===== src/rtl/decode_stage.sv =====
// RV32I/RV64I decode pipeline stage: valid/ready handshake, combinational register-file read,
// registered decoded bundle with illegal-instruction detection and a decoded-instruction counter.
module decode_stage #(
    parameter int XLEN  = 64,
    parameter int CNT_W = 32
) (
    input  logic             i_Clk,
    input  logic             i_Rst_n,
    input  logic             i_Flush,
    input  logic             i_Valid,
    output logic             o_Ready,
    input  logic [XLEN-1:0]  i_PC_XLEN,
    input  logic [31:0]      i_Inst_32,
    output logic [4:0]       o_GRFReadAddr1_5,
    output logic [4:0]       o_GRFReadAddr2_5,
    input  logic [XLEN-1:0]  i_GRFReadData1_XLEN,
    input  logic [XLEN-1:0]  i_GRFReadData2_XLEN,
    output logic             o_Valid,
    input  logic             i_Ready,
    output logic [XLEN-1:0]  o_PC_XLEN,
    output logic [XLEN-1:0]  o_Rs1Data_XLEN,
    output logic [XLEN-1:0]  o_Rs2Data_XLEN,
    output logic [XLEN-1:0]  o_Imm_XLEN,
    output logic [4:0]       o_Rd_5,
    output logic             o_RdWen,
    output logic [3:0]       o_AluOp_4,
    output logic [2:0]       o_Class_3,
    output logic             o_Word,
    output logic             o_Illegal,
    output logic [CNT_W-1:0] o_DecCnt_CNTW
);

    localparam bit IS64 = (XLEN == 64);

    localparam logic [6:0] OPC_LUI    = 7'b0110111;
    localparam logic [6:0] OPC_AUIPC  = 7'b0010111;
    localparam logic [6:0] OPC_JAL    = 7'b1101111;
    localparam logic [6:0] OPC_JALR   = 7'b1100111;
    localparam logic [6:0] OPC_BRANCH = 7'b1100011;
    localparam logic [6:0] OPC_LOAD   = 7'b0000011;
    localparam logic [6:0] OPC_STORE  = 7'b0100011;
    localparam logic [6:0] OPC_OPIMM  = 7'b0010011;
    localparam logic [6:0] OPC_OP     = 7'b0110011;
    localparam logic [6:0] OPC_OPIMMW = 7'b0011011;
    localparam logic [6:0] OPC_OPW    = 7'b0111011;
    localparam logic [6:0] OPC_FENCE  = 7'b0001111;
    localparam logic [6:0] OPC_SYSTEM = 7'b1110011;

    localparam logic [3:0] ALU_ADD = 4'd0, ALU_SUB = 4'd1, ALU_SLL = 4'd2, ALU_SLT = 4'd3;
    localparam logic [3:0] ALU_SLTU = 4'd4, ALU_XOR = 4'd5, ALU_SRL = 4'd6, ALU_SRA = 4'd7;
    localparam logic [3:0] ALU_OR = 4'd8, ALU_AND = 4'd9, ALU_PASSB = 4'd10;

    localparam logic [2:0] CLS_ALU = 3'd0, CLS_LOAD = 3'd1, CLS_STORE = 3'd2, CLS_BRANCH = 3'd3;
    localparam logic [2:0] CLS_JAL = 3'd4, CLS_JALR = 3'd5, CLS_SYSTEM = 3'd6, CLS_FENCE = 3'd7;

    function automatic logic [3:0] alu_of(input logic [2:0] f3, input logic alt);
        case (f3)
            3'b000:  alu_of = alt ? ALU_SUB : ALU_ADD;
            3'b001:  alu_of = ALU_SLL;
            3'b010:  alu_of = ALU_SLT;
            3'b011:  alu_of = ALU_SLTU;
            3'b100:  alu_of = ALU_XOR;
            3'b101:  alu_of = alt ? ALU_SRA : ALU_SRL;
            3'b110:  alu_of = ALU_OR;
            default: alu_of = ALU_AND;
        endcase
    endfunction

    logic [6:0] opcode;
    logic [2:0] f3;
    logic [6:0] f7;
    logic [4:0] rd;
    logic [XLEN-1:0] imm_i, imm_s, imm_b, imm_u, imm_j;

    assign opcode = i_Inst_32[6:0];
    assign f3     = i_Inst_32[14:12];
    assign f7     = i_Inst_32[31:25];
    assign rd     = i_Inst_32[11:7];

    assign imm_i = {{(XLEN-11){i_Inst_32[31]}}, i_Inst_32[30:20]};
    assign imm_s = {{(XLEN-11){i_Inst_32[31]}}, i_Inst_32[30:25], i_Inst_32[11:7]};
    assign imm_b = {{(XLEN-12){i_Inst_32[31]}}, i_Inst_32[7], i_Inst_32[30:25], i_Inst_32[11:8], 1'b0};
    assign imm_u = {{(XLEN-31){i_Inst_32[31]}}, i_Inst_32[30:12], 12'b0};
    assign imm_j = {{(XLEN-20){i_Inst_32[31]}}, i_Inst_32[19:12], i_Inst_32[20], i_Inst_32[30:21], 1'b0};

    assign o_GRFReadAddr1_5 = i_Inst_32[19:15];
    assign o_GRFReadAddr2_5 = i_Inst_32[24:20];

    logic [XLEN-1:0] imm_next, rs1_next, rs2_next;
    logic [3:0]      alu_next;
    logic [2:0]      class_next;
    logic            wen_raw, rd_wen_next, word_next, illegal_next;

    assign rs1_next = (o_GRFReadAddr1_5 == 5'd0) ? '0 : i_GRFReadData1_XLEN;
    assign rs2_next = (o_GRFReadAddr2_5 == 5'd0) ? '0 : i_GRFReadData2_XLEN;

    always_comb begin
        imm_next     = '0;
        alu_next     = ALU_ADD;
        class_next   = CLS_ALU;
        wen_raw      = 1'b0;
        word_next    = 1'b0;
        illegal_next = 1'b0;
        rd_wen_next  = 1'b0;
        case (opcode)
            OPC_LUI: begin
                imm_next = imm_u;
                alu_next = ALU_PASSB;
                wen_raw  = 1'b1;
            end
            OPC_AUIPC: begin
                imm_next = imm_u;
                wen_raw  = 1'b1;
            end
            OPC_JAL: begin
                imm_next   = imm_j;
                class_next = CLS_JAL;
                wen_raw    = 1'b1;
            end
            OPC_JALR: begin
                imm_next     = imm_i;
                class_next   = CLS_JALR;
                wen_raw      = 1'b1;
                illegal_next = (f3 != 3'b000);
            end
            OPC_BRANCH: begin
                imm_next   = imm_b;
                class_next = CLS_BRANCH;
                case (f3)
                    3'b000, 3'b001: alu_next = ALU_SUB;
                    3'b100, 3'b101: alu_next = ALU_SLT;
                    3'b110, 3'b111: alu_next = ALU_SLTU;
                    default:        illegal_next = 1'b1;
                endcase
            end
            OPC_LOAD: begin
                imm_next     = imm_i;
                class_next   = CLS_LOAD;
                wen_raw      = 1'b1;
                illegal_next = (f3 == 3'b111) || (!IS64 && (f3 == 3'b110 || f3 == 3'b011));
            end
            OPC_STORE: begin
                imm_next     = imm_s;
                class_next   = CLS_STORE;
                illegal_next = (f3 > 3'b011) || (!IS64 && f3 == 3'b011);
            end
            OPC_OPIMM: begin
                imm_next = imm_i;
                wen_raw  = 1'b1;
                alu_next = alu_of(f3, 1'b0);
                // Shift immediates carry a funct6 above shamt; only SRAI may set bit 30.
                if (f3 == 3'b001) begin
                    illegal_next = (i_Inst_32[31:26] != 6'b000000);
                end else if (f3 == 3'b101) begin
                    if (i_Inst_32[31:26] == 6'b010000)
                        alu_next = ALU_SRA;
                    else if (i_Inst_32[31:26] != 6'b000000)
                        illegal_next = 1'b1;
                end
                if ((f3 == 3'b001 || f3 == 3'b101) && !IS64 && i_Inst_32[25])
                    illegal_next = 1'b1;
            end
            OPC_OP: begin
                wen_raw      = 1'b1;
                alu_next     = alu_of(f3, f7[5]);
                illegal_next = !((f7 == 7'b0000000) ||
                                 (f7 == 7'b0100000 && (f3 == 3'b000 || f3 == 3'b101)));
            end
            OPC_OPIMMW: begin
                imm_next  = imm_i;
                wen_raw   = 1'b1;
                word_next = 1'b1;
                alu_next  = alu_of(f3, f7[5] & (f3 == 3'b101));
                case (f3)
                    3'b000:  illegal_next = 1'b0;
                    3'b001:  illegal_next = (f7 != 7'b0000000);
                    3'b101:  illegal_next = !(f7 == 7'b0000000 || f7 == 7'b0100000);
                    default: illegal_next = 1'b1;
                endcase
                if (!IS64) illegal_next = 1'b1;
            end
            OPC_OPW: begin
                wen_raw   = 1'b1;
                word_next = 1'b1;
                alu_next  = alu_of(f3, f7[5]);
                illegal_next = !(((f7 == 7'b0000000) && (f3 == 3'b000 || f3 == 3'b001 || f3 == 3'b101)) ||
                                 ((f7 == 7'b0100000) && (f3 == 3'b000 || f3 == 3'b101)));
                if (!IS64) illegal_next = 1'b1;
            end
            OPC_FENCE: begin
                class_next = CLS_FENCE;
            end
            OPC_SYSTEM: begin
                class_next   = CLS_SYSTEM;
                illegal_next = (i_Inst_32 != 32'h0000_0073) && (i_Inst_32 != 32'h0010_0073);
            end
            default: illegal_next = 1'b1;
        endcase
        if (i_Inst_32[1:0] != 2'b11)
            illegal_next = 1'b1;
        // Illegal instructions travel as side-effect-free SYSTEM bundles so execute can trap.
        if (illegal_next) begin
            class_next = CLS_SYSTEM;
            wen_raw    = 1'b0;
            word_next  = 1'b0;
        end
        rd_wen_next = wen_raw && (rd != 5'd0);
    end

    logic             valid_reg, rd_wen_reg, word_reg, illegal_reg;
    logic [XLEN-1:0]  pc_reg, rs1_reg, rs2_reg, imm_reg;
    logic [4:0]       rd_reg;
    logic [3:0]       alu_reg;
    logic [2:0]       class_reg;
    logic [CNT_W-1:0] cnt_reg;
    logic             accept;

    assign o_Ready = ~valid_reg | i_Ready;
    assign accept  = i_Valid & o_Ready & ~i_Flush;

    always_ff @(posedge i_Clk or negedge i_Rst_n) begin
        if (!i_Rst_n) begin
            valid_reg   <= 1'b0;
            pc_reg      <= '0;
            rs1_reg     <= '0;
            rs2_reg     <= '0;
            imm_reg     <= '0;
            rd_reg      <= '0;
            rd_wen_reg  <= 1'b0;
            alu_reg     <= '0;
            class_reg   <= '0;
            word_reg    <= 1'b0;
            illegal_reg <= 1'b0;
            cnt_reg     <= '0;
        end else if (i_Flush) begin
            valid_reg <= 1'b0;
        end else if (accept) begin
            valid_reg   <= 1'b1;
            pc_reg      <= i_PC_XLEN;
            rs1_reg     <= rs1_next;
            rs2_reg     <= rs2_next;
            imm_reg     <= imm_next;
            rd_reg      <= rd;
            rd_wen_reg  <= rd_wen_next;
            alu_reg     <= alu_next;
            class_reg   <= class_next;
            word_reg    <= word_next;
            illegal_reg <= illegal_next;
            cnt_reg     <= cnt_reg + CNT_W'(1);
        end else if (i_Ready) begin
            valid_reg <= 1'b0;
        end
    end

    assign o_Valid        = valid_reg;
    assign o_PC_XLEN      = pc_reg;
    assign o_Rs1Data_XLEN = rs1_reg;
    assign o_Rs2Data_XLEN = rs2_reg;
    assign o_Imm_XLEN     = imm_reg;
    assign o_Rd_5         = rd_reg;
    assign o_RdWen        = rd_wen_reg;
    assign o_AluOp_4      = alu_reg;
    assign o_Class_3      = class_reg;
    assign o_Word         = word_reg;
    assign o_Illegal      = illegal_reg;
    assign o_DecCnt_CNTW  = cnt_reg;

endmodule


===== config.mk =====
export PLATFORM = sky130hd
export DESIGN_NAME = decode_stage
export DESIGN_NICKNAME = d
export VERILOG_FILES = /design/src/rtl/decode_stage.sv
export SDC_FILE = /design/constraint.sdc
export NUM_CORES = 1
export LEC_CHECK = 0
export BUFFER_PORTS_ARGS = -buffer_cell sky130_fd_sc_hd__clkbuf_2
export CAP_MARGIN = 0
export CORE_AREA = 2 2 211 213
export DETAILED_ROUTE_END_ITERATION = 10
export DIE_AREA = 0 0 213 215
export PLACE_DENSITY = 0.55
export SKIP_CTS_REPAIR_TIMING = 1
export SYNTH_ARGS = -nofsm -noshare
export SYNTH_HDL_FRONTEND = slang
export SYNTH_SLANG_ARGS = --single-unit

===== constraint.sdc =====
create_clock -name i_Clk -period 1.7 [get_ports i_Clk]
set_input_delay 0.255 -clock i_Clk [delete_from_list [all_inputs] [get_ports i_Clk]]
set_output_delay 0.255 -clock i_Clk [all_outputs]
set_load 0.1 [all_outputs]

Word-level counts from Yosys, hierarchy flattened. Index checks and enable logic that the tools add are counted.

Bitwise logic cells: 6. Reduce and logical (&&, ||, !) cells: 33. $lt $le $gt $ge: 1. Multiplexer cells: 32. Add/sub/neg operators: 1. Equal/unequal tests: 25.

Operators by type and width (count): $pmux W64 S5 (1); $mux W64 (2); $pmux W4 S7 (3); $eq A7 B6 Y1 const B (5); $add A32 B1 Y32 const B (1); $ne A32 B21 Y1 const B (1); $ne A32 B7 Y1 const B (1); $eq A7 B7 Y1 const B (4); $eq A7 B5 Y1 const B (3); $pmux W3 S7 (1); $pmux W4 S5 (1); $mux W1 (17); $eq A3 B3 Y1 const B (4); $mux W4 (3); $reduce_or A2 Y1 (6); $logic_not A5 Y1 (2); $pmux W1 S10 (1); $pmux W3 S3 (1); $reduce_or A9 Y1 (1); $reduce_or A4 Y1 (2); $eq A7 B2 Y1 const B (1); $eq A7 B4 Y1 const B (1); $logic_not A7 Y1 (1); $reduce_bool A7 Y1 (1); other kinds (19) (34).

Bits in registers: 304. Logic and storage cells: 110. Output and inout port bits: 315. Bits of input ports: 229.

Depth between registers and ports, before layout. Gate-level depths: netlist of the first run.

Depth after elaboration: 10. Depth in mapped cells: 8. Gate-level depth less buffers: 6.

Least setup slack after synthesis of the first run. OpenSTA, ideal clock, no wires.

Kind: register to register. From: reg valid_reg, in the netlist o_Valid. To: reg rs2_reg[0], in the netlist o_Rs2Data_XLEN[0]. Clock period less this slack: 2.870 ns. Path buffers: 1. Cell stages (with the launch flop): 7. Slack: -1.170 ns. Arrival time: 2.801 ns. Cell sequence: dfrtp_1 nor2b_1 inv_1 nand2_1 nor2_1 clkbuf_1 a22o_1.

Longest elaborated chain between the ends: 5.

Ends and longest elaborated chain: start: declaration (RTL line 210) `logic valid_reg, rd_wen_reg, word_reg, illegal_reg;`; start signal: assignment (RTL line 223) `valid_reg <= 1'b0;`; start signal: assignment (RTL line 236) `valid_reg <= 1'b0;`; start signal: assignment (RTL line 238) `valid_reg <= 1'b1;`; $not A1 Y1 (RTL line 218) `assign o_Ready = ~valid_reg | i_Ready;`; $or A1 B1 Y1 (RTL line 218); net o_Ready (RTL line 11) `output logic o_Ready,`; $and A1 B1 Y1 (2 in a row) (RTL line 219) `assign accept = i_Valid & o_Ready & ~i_Flush;`; $reduce_and A2 Y1 (no line); end signal: assignment (RTL line 241) `rs2_reg <= rs2_next;`; end: declaration (RTL line 211) `logic [XLEN-1:0] pc_reg, rs1_reg, rs2_reg, imm_reg;`.

The timed path passes the listed nets, and every way through them passes these cells. A chain may end at the register's enable or synchronous reset.

Final worst setup path of the first run.
From: reg valid_reg, in the netlist o_Valid. To: out o_Ready.

Longest elaborated chain between the ends: 2.

Ends and longest elaborated chain (RTL line): $not A1 Y1 (218); $or A1 B1 Y1 (218); end: declaration (11).

No other way between the ends.

==> reports/results.ini, run 1 <==
[sta]
fin_crit_sh_pct = 108
finalWorstSetupSlack_ns = -0.138
rsz0062_at_grt = true
slew_headroom_pct = 60.9
setup-violations-final = 161
drv_slew = 0
fin_skew_ns = 0.0193
hold_ws_ns = 0.0344
fmax_ghz = 0.544
final_hold_viol_count = 0
timing.final.crit_period_ns = 1.84
worstMarginPinSlew_ns = 0.589

[pwr]
irDropWorstVdd_uv = 828
total_power_mw = 24.8
pwr-share-comb_pct = 40.4
switching_share_pct = 45.3
netSwitchingPower_mw = 11.2
seq_power_share_pct = 31.4
leakage_nw = 10.2
power_density_mw_per_mm2 = 1230
p_int_mw = 13.6
p_clk_share_pct = 28.2

[worst_setup_path]
reg2reg_depth = 8
critPathMaxFanout = 5
cp-start-kind = flop
r2r_setup_slack_ns = -0.10
critPathKind = reg2out
crit_path_end_kind = output pin
required_ns = 1.44
crit_arrival_ns = 1.58

[drt]
dr.pass1.iters = 5
vias = 11800
postRouteAntennaNets = 0
finalWirelength_um = 47000
drc = 0
wl_per_cell_um = 18.1
via_per_inst = 4.54
drtIter0Drc = 653

[cells_and_area]
syn2layout_area_growth_pct = 74.8
fin_util_pct = 46.1
diodes = 0
fillCellCount = 4030
stdcell_area_mm2 = 0.0201
drive_gt1_share_pct = 40.8
final_nets = 2210

[grt]
grt_pass1_vias = 10600
antenna_found_initial = 0
grt_use_total_pct = 17.4
gr-total-overflow = 0
grt_pass1_wl_um = 62500
grt_max_degree = 57

[synth]
yosysWarnings = 0
ys_top_cells_by_area = dfrtp_1 59%, nand2_1 13%, a22o_1 5.6%, o21ai_0 3.2%, buf_4 2.7%
syn_nets = 1390
syn-cell-area_mm2 = 0.0115
synth-seq-cells = 272
yosysTopAreaCell = dfrtp_1
yosysTopAreaCellShare_pct = 59.1
async_flop_share_pct = 100
synth_cell_types = 64
syn_area_per_cell_um2 = 9.92
seq_area_frac_synth_pct = 59.1
synth_edf_count = 0
synth_ff_type = dfrtp_1
netlist_instances = 1160

[clock_tree]
worstSkewPairLatency_ns = 0.57
root_buffer = clkbuf_16
cts_inserted_buffers = 31
clk_path_buf_depth = 3
tritoncts = yes
path_clk_slew_ns = 0.06
h-tree-depth = 1
clock_sinks = 272

[run_status]
failed_checks = setup timing
status = complete, but fails checks

[floorplan]
io_pins = 544
core-area_mm2 = 0.0436
die_area_mm2 = 0.0458
fp-row-count = 77
start_util_pct = 26.4
die_h_um = 215
die_w_um = 213

[min_path]
hp-class = in2reg
min_path_cells = 2

[place]
portBuffers = 543
dpl_cell_area_mm2 = 0.0163
place_hpwl_um = 32000
gp_congestion = 0.852
pre_cts_slack_ns = -0.213

[job]
max-cap-violations = 0

## placed cells by master (no fill, tap or decap), types with 5 or more instances in the layout
cell type      instances
a21oi_1                7
a221o_1                9
a22o_1                73
a31oi_1                5
and3_1                 9
buf_12                52
buf_16                 6
buf_2                 52
buf_4                124
buf_6                 17
buf_8                  6
clkbuf_16             41
clkbuf_2             415
clkbuf_4              19
clkbuf_8               6
clkinv_2               6
dfrtp_1              242
dfrtp_2               14
dfrtp_4               16
dlygate4sd3_1        200
inv_1                  5
nand2_1              385
nand3_1               31
nand4_1                8
nor2_1                29
nor2_4                 6
nor2b_1                6
o21ai_0                6
o21ai_1               72
xnor2_1               19
xor2_1                13
## synth_stat cells, drive strengths merged, types with 5 or more instances
library cell  count
a21oi             8
a221o             9
a22o             73
a31oi             5
and3             11
buf              76
clkbuf           40
dfrtp           272
inv               6
nand2           386
nand3            33
nand4             9
nor2             37
nor2b             7
nor3              8
o21ai            78
or4               5
xnor2            19
xor2             13
## metal layers
layer / GRT usage (%) / share of wire, %
met3: 4.28 / 6.8
met5: 0 / 0
met4: 5.62 / 3.1
met2: 30.0 / 50
met1: 21.3 / 40
## through the flow
step	setup TNS (ns)	instances
floorplan	-135.10	1160
global placement	-12.61	2311
detailed placement	-15.39	2311
CTS	-9.13	2367
global route	-17.20	2595
finish	-5.04	2595
## kinds of logic after synthesis
family | synth area share [%]
AND/OR/NAND/NOR | 19.8
buffers and inverters | 5.65
adder cells (fa/ha/maj) | 0.109
XOR/XNOR | 2.44
multiplexers | 0.0978
AO/OA/AOI/OAI | 12.8
flip-flops | 59.1
## final timing paths
path,startpoint,to
worst max-delay path,o_Valid$_DFFE_PN0P_,o_Ready
worst min-delay path,i_Inst_32[14],o_Imm_XLEN[14]$_DFFE_PN0P_
worst max register to register,o_Valid$_DFFE_PN0P_,o_DecCnt_CNTW[29]$_DFFE_PN0P_
worst min register to register,o_Rd_5[4]$_DFFE_PN0P_,o_Rd_5[4]$_DFFE_PN0P_
max in group asynchronous,i_Rst_n,o_Imm_XLEN[15]$_DFFE_PN0P_
min in group asynchronous,i_Rst_n,o_DecCnt_CNTW[7]$_DFFE_PN0P_
## area by class of cell
cell class                      count  area (µm²)  share of cell area [%]
Timing Repair Buffer              901        7150                    35.5
Sequential cell                   272        6880                    34.2
Multi-Input combinational cell    768        4260                    21.1
Clock buffer                       41         873                    4.34
Tap cell                          592         741                    3.68
Clock inverter                     15         190                   0.945
Inverter                            6        26.3                   0.131
## power by group through the flow
stage	logic (mW)	registers (mW)	clock network [mW]
floorplan	1.49	13.7	0
finish	10.0	7.78	6.98
CTS	9.42	7.77	7.18
global placement	9.35	7.87	0
detailed placement	9.41	7.87	0
global route	10.4	7.87	7.45
## critical path: stages (launching register included)
cell and delay, ns:
dfrtp_4 0.40, nor2b_4 0.21, clkinvlp_4 0.12, buf_6 0.12, buf_12 0.15
## sequential cells by signal (all words and copies together) (netlist names), 3 cells and up
name	flops
o_DecCnt_CNTW	32
o_PC_XLEN	64
o_Imm_XLEN	32
o_Class_3	3
o_Rs2Data_XLEN	64
o_Rs1Data_XLEN	64
o_Rd_5	5
o_AluOp_4	4
Note: power is estimated with default switching activity, not from simulation.
==> inputs of run 2 (changes only) <==
CORE_AREA = 2 2 213 215   (was 2 2 211 213)
DIE_AREA = 0 0 215 217   (was 0 0 213 215)
SLEW_MARGIN = 10   (was default)
==> reports/results.ini, run 2 (synthesis gave the netlist of run 1 again) <==
[place]
placedCellCount = 2316  ; was 2311
place_hpwl_um = 31600  ; was 32000 µm
gp_congestion = 0.897  ; was 0.852
pre_cts_slack_ns = -0.217  ; was -0.213 ns
dpl_cell_area_mm2 = 0.0163  ; about the same
portBuffers = 543  ; unchanged

[pwr]
total_power_mw = 24.9  ; was 24.8 mW
power_density_mw_per_mm2 = 1260  ; was 1230 mW/mm²
leakage_nw = 10.0  ; was 10.2 nW
irDropWorstVdd_uv = 818  ; was 828 µV

[worst_setup_path]
cp-start-kind = flop  ; unchanged
rr_endpoint = o_DecCnt_CNTW[20]$_DFFE_PN0P_  ; was o_DecCnt_CNTW[29]$_DFFE_PN0P_
required_ns = 1.44  ; about the same
critPathMaxFanout = 4  ; was 5
critPathSlowestCell = dfrtp_4  ; unchanged
r2r_setup_slack_ns = -0.06  ; was -0.10 ns
reg2reg_depth = 5  ; was 8
crit_chain = nor2b_4, clkinvlp_4, buf_12  ; was nor2b_4, clkinvlp_4, buf_6, buf_12
regToRegStartpoint = o_DecCnt_CNTW[12]$_DFFE_PN0P_  ; was o_Valid$_DFFE_PN0P_
worst_path_largest_cell_delay_ns = 0.40  ; about the same
crit_path_end_kind = output pin  ; unchanged
critPathKind = reg2out  ; unchanged
crit_arrival_ns = 1.52  ; was 1.58 ns

[grt]
grt_pass1_wl_um = 62900  ; was 62500 µm
grt_pass1_vias = 10800  ; was 10600
grt_max_degree = 67  ; was 57
antenna_found_initial = 4  ; was 0
grt_use_total_pct = 17.2  ; was 17.4%
gr-total-overflow = 0  ; unchanged

[drt]
vias = 11700  ; was 11800
drtIter0Drc = 514  ; was 653
dr.pass1.iters = 5  ; unchanged
postRouteAntennaNets = 0  ; unchanged
drc = 0  ; unchanged
finalWirelength_um = 44000  ; was 47000 µm
wl_per_cell_um = 17.0  ; was 18.1 µm
via_per_inst = 4.50  ; was 4.54

[min_path]
min_path_cells = 2  ; unchanged
hp-start = i_GRFReadData2_XLEN[27]  ; was i_Inst_32[14]
hp-class = in2reg  ; unchanged
holdPathEnd = o_Rs2Data_XLEN[27]$_DFFE_PN0P_  ; was o_Imm_XLEN[14]$_DFFE_PN0P_

[sta]
slew_headroom_pct = 60.0  ; was 60.9%
worstMarginPinSlew_ns = 0.603  ; was 0.589 ns
setup-violations-final = 8  ; was 161
fmax_ghz = 0.563  ; was 0.544 GHz
rsz0062_at_grt = true  ; unchanged
final_hold_viol_count = 0  ; unchanged
finalWorstSetupSlack_ns = -0.0771  ; was -0.138 ns
hold_ws_ns = 0.0141  ; was 0.0344 ns
timing.final.crit_period_ns = 1.78  ; was 1.84 ns
tns_ns = -0.236  ; was -5.04 ns
fin_crit_sh_pct = 105  ; was 108%
drv_slew = 0  ; unchanged
fin_skew_ns = 0.0233  ; was 0.0193 ns

[cells_and_area]
final_common_cell = clkbuf_2  ; unchanged
syn2layout_area_growth_pct = 71.7  ; was 74.8%
multi_input_area_mm2 = 0.00423  ; was 0.00426 mm²
mostFrequentLayoutCells = 471 x clkbuf_2, 384 x nand2_1, 242 x dfrtp_1  ; was 415 x clkbuf_2, 385 x nand2_1, 242 x dfrtp_1
fin_util_pct = 44.2  ; was 46.1%
drive_gt1_share_pct = 40.5  ; was 40.8%
stdcell_area_mm2 = 0.0198  ; was 0.0201 mm²
regArea_mm2 = 0.00688  ; unchanged
fillCellCount = 4211  ; was 4030
instances_no_fill = 2589  ; was 2595
final_nets = 2191  ; was 2210

[clock_tree]
path_clk_slew_ns = 0.06  ; about the same
root_buffer = clkbuf_16  ; unchanged
tritoncts = yes  ; unchanged
h-tree-depth = 2  ; was 1
clock_sinks = 272  ; unchanged
worstSkewPairLatency_ns = 0.53  ; was 0.57 ns
cts_inserted_buffers = 34  ; was 31
clk_path_buf_depth = 3  ; unchanged

[floorplan]
io_pins = 544  ; unchanged
die_h_um = 217  ; was 215 µm
start_util_pct = 25.8  ; was 26.4%
die_w_um = 215  ; was 213 µm
core-area_mm2 = 0.0447  ; was 0.0436 mm²
die_area_mm2 = 0.0467  ; was 0.0458 mm²
fp-row-count = 78  ; was 77

[job]
max-cap-violations = 0  ; unchanged

[run_status]
failed_checks = setup timing  ; unchanged
status = complete, but fails checks  ; unchanged

## run 2: metal layers
layer / GRT usage, % / share of wire, % / up-vias
met3: 5.37 / 8.0 / 71
met4: 6.07 / 2.9 / 2
met5: 0 / 0.025 / -
met2: 29.2 / 50 / 452
li1: - / - / 5491
met1: 20.5 / 39 / 5634
## run 2: cell type report
class | count | area share (%)
Sequential cell | 272 | 34.8
Timing Repair Buffer | 881 | 34.0
Inverter | 6 | 0.133
Multi-Input combinational cell | 766 | 21.4
Tap cell | 600 | 3.80
Clock inverter | 7 | 0.469
Antenna cell | 3 | 0.0380
Clock buffer | 54 | 5.30
## run 2: worst max-delay path, delay by kind of cell (launching register included)
kind / cells / cell delay, ns
buffers and inverters: 2 / 0.43
flip-flops: 1 / 0.40
AND/OR/NAND/NOR: 1 / 0.19
## run 2: worst max-delay path by stage
stage                                 endpoint                    startpoint  depth (start not counted)  slack, ns
global placement     o_Imm_XLEN[3]$_DFFE_PN0P_                  i_Inst_32[2]                          7      -0.20
floorplan           o_Imm_XLEN[12]$_DFFE_PN0P_           o_Valid$_DFFE_PN0P_                          7      -0.63
finish                                 o_Ready           o_Valid$_DFFE_PN0P_                          3      -0.08
global route                           o_Ready           o_Valid$_DFFE_PN0P_                          3      -0.14
detailed placement   o_Imm_XLEN[3]$_DFFE_PN0P_                  i_Inst_32[2]                          7      -0.22
CTS                           o_DecCnt_CNTW[0]  o_DecCnt_CNTW[0]$_DFFE_PN0P_                          2      -0.15
## run 2: power breakdown
group	internal [mW]	switching (mW)	total, mW
logic	1.96	7.89	9.85
registers	7.30	0.500	7.80
clock network	4.53	2.75	7.28
total	13.8	11.1	24.9
==> inputs of run 3 (changes only) <==
--- a/constraint.sdc
+++ b/constraint.sdc
@@ -3,2 +3,2 @@
 set_output_delay 0.255 -clock i_Clk [all_outputs]
-set_load 0.1 [all_outputs]
+set_load 0.005 [all_outputs]
==> reports/results.ini, run 3 (synthesis gave the netlist of run 1 again) <==
[floorplan]
core-area_mm2 = 0.0447  ; unchanged
die_w_um = 215  ; unchanged
start_util_pct = 25.8  ; unchanged
die_h_um = 217  ; unchanged
die_area_mm2 = 0.0467  ; unchanged
io_pins = 544  ; unchanged
fp-row-count = 78  ; unchanged

[place]
portBuffers = 543  ; unchanged
place_hpwl_um = 30900  ; was 31600 µm
placedCellCount = 2319  ; was 2316
dpl_cell_area_mm2 = 0.0155  ; was 0.0163 mm²
pre_cts_slack_ns = -0.194  ; was -0.217 ns
gp_congestion = 0.885  ; was 0.897

[sta]
slew_headroom_pct = 59.5  ; was 60.0%
setup-violations-final = 0  ; was 8
final_hold_viol_count = 0  ; unchanged
finalWorstSetupSlack_ns = 0.0213  ; was -0.0771 ns
worstMarginPinSlew_ns = 0.608  ; was 0.603 ns
fin_crit_sh_pct = 98.7  ; was 105%
fmax_ghz = 0.596  ; was 0.563 GHz
fin_skew_ns = 0.0231  ; was 0.0233 ns
timing.final.crit_period_ns = 1.68  ; was 1.78 ns
tns_ns = 0  ; was -0.236 ns
rsz0062_at_grt = true  ; unchanged
drv_slew = 0  ; unchanged
hold_ws_ns = 0.00258  ; was 0.0141 ns

[cells_and_area]
syn2layout_area_growth_pct = 62.3  ; was 71.7%
final_nets = 2184  ; was 2191
final_common_cell = clkbuf_2  ; unchanged
diodes = 0  ; was 3
mostFrequentLayoutCells = 541 x clkbuf_2, 384 x nand2_1, 270 x dfrtp_1  ; was 471 x clkbuf_2, 384 x nand2_1, 242 x dfrtp_1
instances_no_fill = 2578  ; was 2589
drive_gt1_share_pct = 38.5  ; was 40.5%
fillCellCount = 4363  ; was 4211
stdcell_area_mm2 = 0.0187  ; was 0.0198 mm²
fin_util_pct = 41.8  ; was 44.2%

[grt]
grt_max_degree = 124  ; was 67
grt_use_total_pct = 16.8  ; was 17.2%
grt_pass1_vias = 10800  ; about the same
grt_util_met2_pct = 28.4  ; was 29.2%
gr-total-overflow = 0  ; unchanged
grt_busiest_layer = met2  ; unchanged
grt_util_met3_pct = 4.42  ; was 5.37%
use_met1_pct = 21.5  ; was 20.5%
antenna_found_initial = 0  ; was 4
grt_pass1_wl_um = 62700  ; was 62900 µm

[drt]
dr.pass1.iters = 5  ; unchanged
drtIter0Drc = 663  ; was 514
wl_per_cell_um = 16.7  ; was 17.0 µm
postRouteAntennaNets = 0  ; unchanged
drc = 0  ; unchanged
via_per_inst = 4.51  ; was 4.50
vias = 11600  ; was 11700
finalWirelength_um = 43000  ; was 44000 µm

[worst_setup_path]
critPathKind = reg2reg  ; was reg2out
crit_arrival_ns = 2.12  ; was 1.52 ns
required_ns = 2.14  ; was 1.44 ns
critPathSlowestCell = or4_4  ; was dfrtp_4
critPathMaxFanout = 2  ; was 4
worst_path_largest_cell_delay_ns = 0.57  ; was 0.40 ns
crit_chain = nand4_4, or4_4, nor3_4, buf_4, nand2_1, xnor2_1  ; was nor2b_4, clkinvlp_4, buf_12
crit_path_end_kind = flop  ; was output pin
cp_top_family = simple AND/OR/NAND/NOR gates  ; was buffers and inverters
cp-start-kind = flop  ; unchanged
r2r_setup_slack_ns = 0.02  ; was -0.06 ns
crit_buf_inv = 1  ; was 2

[job]
max-cap-violations = 0  ; unchanged

[clock_tree]
worstSkewPairLatency_ns = 0.58  ; was 0.53 ns
path_clk_slew_ns = 0.06  ; about the same
h-tree-depth = 1  ; was 2
root_buffer = clkbuf_16  ; unchanged
clk_path_buf_depth = 3  ; unchanged
clock_sinks = 272  ; unchanged
tritoncts = yes  ; unchanged
cts_inserted_buffers = 31  ; was 34

[pwr]
irDropWorstVdd_uv = 632  ; was 818 µV
total_power_mw = 18.0  ; was 24.9 mW
power_density_mw_per_mm2 = 962  ; was 1260 mW/mm²
leakage_nw = 9.73  ; was 10.0 nW

[run_status]
status = finished clean  ; was complete, but fails checks

[min_path]
hp-class = in2reg  ; unchanged

-- run 3: changes by cell type in the layout (fill, tap and decap cells not counted), sizes merged --
cell | before | now
inv | 7 | 6
buf | 210 | 139
bufinv | 2 | 3
clkinv | 3 | 9
clkbuf | 530 | 585
dlygate4sd3 | 195 | 197
diode | 3 | 0
-- run 3: worst paths after layout --
kind,from,to,depth (start not counted)
max in group asynchronous,i_Rst_n,o_Rs2Data_XLEN[21]$_DFFE_PN0P_,3
worst min register to register,o_PC_XLEN[23]$_DFFE_PN0P_,o_PC_XLEN[23]$_DFFE_PN0P_,2
worst max register to register,o_DecCnt_CNTW[12]$_DFFE_PN0P_,o_DecCnt_CNTW[21]$_DFFE_PN0P_,6
worst min-delay path,i_Inst_32[11],o_Imm_XLEN[4]$_DFFE_PN0P_,3
worst max-delay path,o_DecCnt_CNTW[12]$_DFFE_PN0P_,o_DecCnt_CNTW[21]$_DFFE_PN0P_,6
min in group asynchronous,i_Rst_n,o_Rs1Data_XLEN[16]$_DFFE_PN0P_,2
-- run 3: where the power goes --
part	switching, mW	total [mW]	internal (mW)
Clock	2.72	6.81	4.09
Combinational	1.66	3.41	1.74
Sequential	0.483	7.75	7.27
-- run 3: tightest hold or removal path: cells and delay by family --
family,cells,cell delay [ns]
AO/OA/AOI/OAI,2,0.17
buffers and inverters,1,0.11
-- run 3: layout make-up --
class                           count  area [µm²]  area share [%]
Timing Repair Buffer              877        5910            31.6
Multi-Input combinational cell    766        4150            22.2
Tap cell                          600         751            4.02
Clock inverter                     13         143           0.764
Clock buffer                       44         895            4.79
Inverter                            6        22.5           0.121
Sequential cell                   272        6810            36.5
-- run 3: per-layer routing --
layer  part of all wire, %  vias to the layer above
met4                   1.8                        0
met5                     0                        -
met1                    42                     5646
met3                   7.0                       57
li1                      -                     5459
met2                    49                      455
